**src/rtl/tpsram_fifo_ctrl.sv**
```systemverilog
// Synchronous FIFO controller for a 64x8 two-port SRAM (write port B, read port A, common clock).
// Optional almost-full/almost-empty flags are built when FIFO_ALMOST_FLAGS_EN is defined.
module tpsram_fifo_ctrl #(
  parameter int AW            = 6,
  parameter int DW            = 8,
  parameter int AFULL_THRESH  = 56,
  parameter int AEMPTY_THRESH = 8
) (
  input  logic          CLK,
  input  logic          RESET,
  input  logic          CLEAR,
  input  logic          PUSH,
  input  logic [DW-1:0] PUSH_DATA,
  input  logic          POP,
  output logic [DW-1:0] POP_DATA,
  output logic          POP_VALID,
  output logic          FULL,
  output logic          EMPTY,
  output logic [AW:0]   LEVEL,
  output logic          OVERFLOW,
  output logic          UNDERFLOW,
  output logic          AFULL,
  output logic          AEMPTY,
  output logic [DW-1:0] RAM_WD,
  output logic [AW-1:0] RAM_WADDR,
  output logic          RAM_WEN,
  output logic [AW-1:0] RAM_RADDR,
  output logic          RAM_REN,
  input  logic [DW-1:0] RAM_RD
);

  localparam logic [AW:0] PTR_ZERO = {(AW+1){1'b0}};
  localparam logic [AW:0] PTR_ONE  = {{AW{1'b0}}, 1'b1};

  logic [AW:0] wptr_r;
  logic [AW:0] rptr_r;
  logic [AW:0] level_r;
  logic [AW:0] wptr_nxt_s;
  logic [AW:0] rptr_nxt_s;
  logic [AW:0] level_nxt_s;
  logic        full_r;
  logic        empty_r;
  logic        full_nxt_s;
  logic        empty_nxt_s;
  logic        pop_valid_r;
  logic        ovf_r;
  logic        unf_r;
  logic        ovf_nxt_s;
  logic        unf_nxt_s;
  logic        push_acc_s;
  logic        pop_acc_s;

  // Port acceptance; RESET and CLEAR keep both SRAM ports idle.
  always_comb begin
    push_acc_s = PUSH & ~full_r  & ~CLEAR & ~RESET;
    pop_acc_s  = POP  & ~empty_r & ~CLEAR & ~RESET;
  end

  // Next-state pointers, stickies and derived flags.
  always_comb begin
    wptr_nxt_s = wptr_r;
    rptr_nxt_s = rptr_r;
    ovf_nxt_s  = ovf_r;
    unf_nxt_s  = unf_r;
    if (CLEAR) begin
      wptr_nxt_s = PTR_ZERO;
      rptr_nxt_s = PTR_ZERO;
      ovf_nxt_s  = 1'b0;
      unf_nxt_s  = 1'b0;
    end else begin
      if (push_acc_s) begin
        wptr_nxt_s = wptr_r + PTR_ONE;
      end else begin
        wptr_nxt_s = wptr_r;
      end
      if (pop_acc_s) begin
        rptr_nxt_s = rptr_r + PTR_ONE;
      end else begin
        rptr_nxt_s = rptr_r;
      end
      ovf_nxt_s = ovf_r | (PUSH & full_r);
      unf_nxt_s = unf_r | (POP & empty_r);
    end
    // Wrap-bit pointer difference is the fill level, 0..2**AW.
    level_nxt_s = wptr_nxt_s - rptr_nxt_s;
    full_nxt_s  = (wptr_nxt_s[AW] != rptr_nxt_s[AW]) &&
                  (wptr_nxt_s[AW-1:0] == rptr_nxt_s[AW-1:0]);
    empty_nxt_s = (wptr_nxt_s == rptr_nxt_s);
  end

  // State registers.
  always_ff @(posedge CLK or posedge RESET) begin
    if (RESET) begin
      wptr_r      <= PTR_ZERO;
      rptr_r      <= PTR_ZERO;
      level_r     <= PTR_ZERO;
      full_r      <= 1'b0;
      empty_r     <= 1'b1;
      pop_valid_r <= 1'b0;
      ovf_r       <= 1'b0;
      unf_r       <= 1'b0;
    end else begin
      wptr_r      <= wptr_nxt_s;
      rptr_r      <= rptr_nxt_s;
      level_r     <= level_nxt_s;
      full_r      <= full_nxt_s;
      empty_r     <= empty_nxt_s;
      pop_valid_r <= pop_acc_s;
      ovf_r       <= ovf_nxt_s;
      unf_r       <= unf_nxt_s;
    end
  end

`ifdef FIFO_ALMOST_FLAGS_EN
  localparam logic [AW:0] AFULL_LVL  = (AW+1)'(AFULL_THRESH);
  localparam logic [AW:0] AEMPTY_LVL = (AW+1)'(AEMPTY_THRESH);

  logic afull_r;
  logic aempty_r;

  // Almost flags track the same next level that LEVEL loads.
  always_ff @(posedge CLK or posedge RESET) begin
    if (RESET) begin
      afull_r  <= 1'b0;
      aempty_r <= 1'b1;
    end else begin
      afull_r  <= (level_nxt_s >= AFULL_LVL);
      aempty_r <= (level_nxt_s <= AEMPTY_LVL);
    end
  end

  assign AFULL  = afull_r;
  assign AEMPTY = aempty_r;
`else
  assign AFULL  = 1'b0;
  assign AEMPTY = 1'b1;
`endif

  assign RAM_WEN   = push_acc_s;
  assign RAM_WADDR = wptr_r[AW-1:0];
  assign RAM_WD    = PUSH_DATA;
  assign RAM_REN   = pop_acc_s;
  assign RAM_RADDR = rptr_r[AW-1:0];
  assign POP_DATA  = RAM_RD;
  assign POP_VALID = pop_valid_r;
  assign FULL      = full_r;
  assign EMPTY     = empty_r;
  assign LEVEL     = level_r;
  assign OVERFLOW  = ovf_r;
  assign UNDERFLOW = unf_r;

endmodule

```
**config.mk**
```make
export PLATFORM = sky130hd
export DESIGN_NAME = tpsram_fifo_ctrl
export DESIGN_NICKNAME = d
export VERILOG_FILES = /design/src/rtl/tpsram_fifo_ctrl.sv
export SDC_FILE = /design/constraint.sdc
export NUM_CORES = 1
export LEC_CHECK = 0
export CAP_MARGIN = 25
export CORE_ASPECT_RATIO = 0.6
export CORE_MARGIN = 4
export CORE_UTILIZATION = 40
export CTS_BUF_LIST = sky130_fd_sc_hd__clkbuf_4
export DETAILED_ROUTE_END_ITERATION = 16
export MAX_ROUTING_LAYER = met4
export PLACE_DENSITY = 0.76
export RECOVER_POWER = 25
export SLEW_MARGIN = 20
export SYNTH_ARGS = -nofsm -noshare
export SYNTH_HDL_FRONTEND = slang
export SYNTH_SLANG_ARGS = --single-unit
```
**constraint.sdc**
```tcl
create_clock -name CLK -period 2.8 [get_ports CLK]
set_input_delay 0.42 -clock CLK [delete_from_list [all_inputs] [get_ports CLK]]
set_output_delay 0.42 -clock CLK [all_outputs]
set_load 0.05 [all_outputs]
```
==> results.cfg, run 1 <==
[power]
ir_drop_mv = 0.271
leakagePower_nw = 0.917
powerDensity_nw_per_um2 = 399

[clock_network]
cts_hold_buf = 0
htree_levels = 1
cts_inserted_buffers = 3
cts_buffer_depth = 2
cts_tree = yes
numClockSinks = 26
clk_pin_slew_ps = 130
ctsRootBufferMaster = clkbuf_4
clk_latency_ps = 320

[routing]
num_vias = 1019
drt_iter0_markers = 64
drt_pass1_iterations = 4
viasPerCell = 4.63
wl_mm = 3.12
drc_errors = 0
ant_nets = 0
wl_per_cell_um = 14.2

[floorplanning]
die_w_um = 88.4
initial_core_util_pct = 41.9
io_pins = 65
die_h_um = 56.2
die_area_um2 = 4970
core.rowCount = 17
core-area_um2 = 3700

[sta]
worst_slack_ps = 178
finalCritPeriodShare_pct = 93.6
drv_slew = 0
setup_tns_ps = 0
finClkSkew_ps = 9.64
fmax_mhz = 381
finalCriticalPeriod_ps = 2620
worstMarginPinSlew_ps = 1400
slew-limit-headroom_pct = 6.87
setup_viol = 0
rsz0062_at_grt = no
finalHoldViolCount = 0

[place]
port_buffers = 30
pre_cts_slack_ps = -433
post-place-cells = 214
gp_congestion = 0.898
hpwl_mm = 2.47

[logic_synthesis]
syn_nets = 179
synth_cells = 149
synth_top_area_share_pct = 40.3
synth-edff-count = 0
avgSynthCellArea_um2 = 10.4
seq_area_frac_synth_pct = 42.0
async_reset_ff_share_pct = 100
ys_dominant_reg_cell = dfrtp_1
yosysTopAreaCell = dfrtp_1
netlist_area_um2 = 1550
synthTopCellsByArea = dfrtp_1 40%, buf_4 15%, ha_1 6.5%, xor2_1 5.6%, nor4b_4 3.1%
synth_cell_type_count = 33
yosysWarnings = 0
synth_seq_cells = 26

[cells_and_area]
fillerInstances = 349
fin_cells = 220
n_antenna_cell = 0
syn_to_final_growth_pct = 23.5
fin_nets = 204
drive_gt1_share_pct = 26.0

[setup_path]
start_kind = primary input
critPathKind = primary input to flip-flop
cp.arrival_ps = 2860
path_max_fanout = 2
path_cells = clkdlybuf4s50_1 > nor4b_4 > mux2i_2 > ha_1 > inv_1 > fa_2 > a21o_1 > a21oi_2 > o21bai_1 > a21oi_1 > xor2_1
slowest_stage = clkdlybuf4s50_1
max_stage_delay_ps = 490
cp.required_ps = 3030
crit_path_end_kind = flip-flop
ff2ff_setup_slack_ps = 350

[global_routing]
grt_pass1_wl_mm = 5.11
antenna_found_initial = 0
overflow = 0
grt_pass1_vias = 1083
grt_max_degree = 27
grtUsageTotal_pct = 13.7

[hold_path]
hp-class = flip-flop to flip-flop

[run]
max-cap-violations = 0

[outcome]
status = finished, final reports clean
[final timing paths]
check,start,to,cells past startpoint
worst max-delay path,POP,LEVEL[6],11
worst min-delay path,OVERFLOW,OVERFLOW,2
worst max register to register,EMPTY,LEVEL[6],10
worst min register to register,OVERFLOW,OVERFLOW,2
max in group asynchronous,RESET,FULL,3
min in group asynchronous,RESET,wptr_r[0],3
[layout make-up]
class                   count  area, um2  area share (%)
clock inverters             1       3.75           0.196
well taps                  47       58.8            3.07
multi-input cells          81        663            34.6
flip-flops and latches     26        653            34.1
inverters                  10       37.5            1.96
repair buffers             52        478            24.9
clock buffers               3       22.5            1.17
[per-stage QoR]
| step | power [W] | util [%] | hold slack, ps | instance area [um2] |
|---|---|---|---|---|
| final | 0.000764 | 51.8 | 526 | 1920 |
| after global routing | 0.000805 | 51.8 | 543 | 1920 |
| after CTS | 0.000776 | 51.8 | 528 | 1920 |
| after detailed placement | 0.000609 | 50.8 | 493 | 1880 |
| after global placement | 0.000605 | 50.8 | 477 | 1880 |
| after floorplan | 0.000603 | - | 459 | 1600 |
[power breakdown]
group          internal [W]  switching (W)
clock             0.0000522       0.000110
sequential         0.000395      0.0000119
combinational     0.0000727       0.000122
[layout by cell type, fill, tap and decap left out, types with 3 or more instances in the layout]
cell type	instances
a21o_1	4
a21oi_1	4
a21oi_2	4
buf_4	21
clkbuf_4	3
clkdlybuf4s50_1	26
dfrtp_1	24
ha_1	6
inv_1	10
nand2_1	7
nand2b_1	4
nand4_1	5
nor2_1	6
or2_2	3
xor2_1	10
[cells by family after synthesis]
family / synth area share, %
and+or+nand+nor: 15.7
adders and majority gates: 7.74
buffers and inverters: 17.9
xor gates and xnor gates: 7.82
muxes: 1.37
other: 0.484
AOI/OAI and AO/OA: 6.94
DFF: 42.0
[Yosys cell counts, types with 3 or more instances]
cell type,n
a21oi_1,6
nand4_1,5
or2_2,4
o21ai_0,3
xor2_1,10
buf_4,30
nor2_1,6
a21o_1,4
dfrtp_1,25
inv_1,10
ha_1,8
nand2b_1,4
nand2_1,7
[critical path: cells and delay by family]
family	cells	cell delay [ps]
AOI/OAI and AO/OA	4	590
muxes	1	310
xor gates and xnor gates	1	210
buffers and inverters	2	550
adders and majority gates	2	530
and+or+nand+nor	1	250
[state kept, by name, summed over array words and instances, names as in the netlist]
| name | count |
|---|---|
| LEVEL | 7 |
| OVERFLOW | 1 |
| POP_VALID | 1 |
| wptr_r | 7 |
| rptr_r | 7 |
| EMPTY | 1 |
| UNDERFLOW | 1 |
| FULL | 1 |
[timing repair]
action | 4_1_cts | 5_1_grt
pin swaps | 1 | 1
buffers inserted | 1 | 1
setup endpoints to repair | 1 | 2
resized for setup | 1 | 2
[layer usage]
metal / vias to the layer above / GRT usage, % / share of wire (%) / routed length, um
li1: 501 / - / - / -
met2: 31 / 19.3 / 42 / 1310
met4: 0 / 2.16 / 0.45 / 14
met5: - / - / 0 / 0
met3: 4 / 4.88 / 6.8 / 211
met1: 483 / 19.4 / 51 / 1580
(Power assumes the default switching activity.)
==> inputs of run 2 (changes only) <==
--- a/config.mk
+++ b/config.mk
@@ -11,6 +11,7 @@
 export CORE_UTILIZATION = 40
 export CTS_BUF_LIST = sky130_fd_sc_hd__clkbuf_4
 export DETAILED_ROUTE_END_ITERATION = 16
+export HOLD_SLACK_MARGIN = 0.1
 export MAX_ROUTING_LAYER = met4
 export PLACE_DENSITY = 0.76
 export RECOVER_POWER = 25
==> results of run 2 <==
The final DEF is identical to that of run 1; final timing and power are the same.
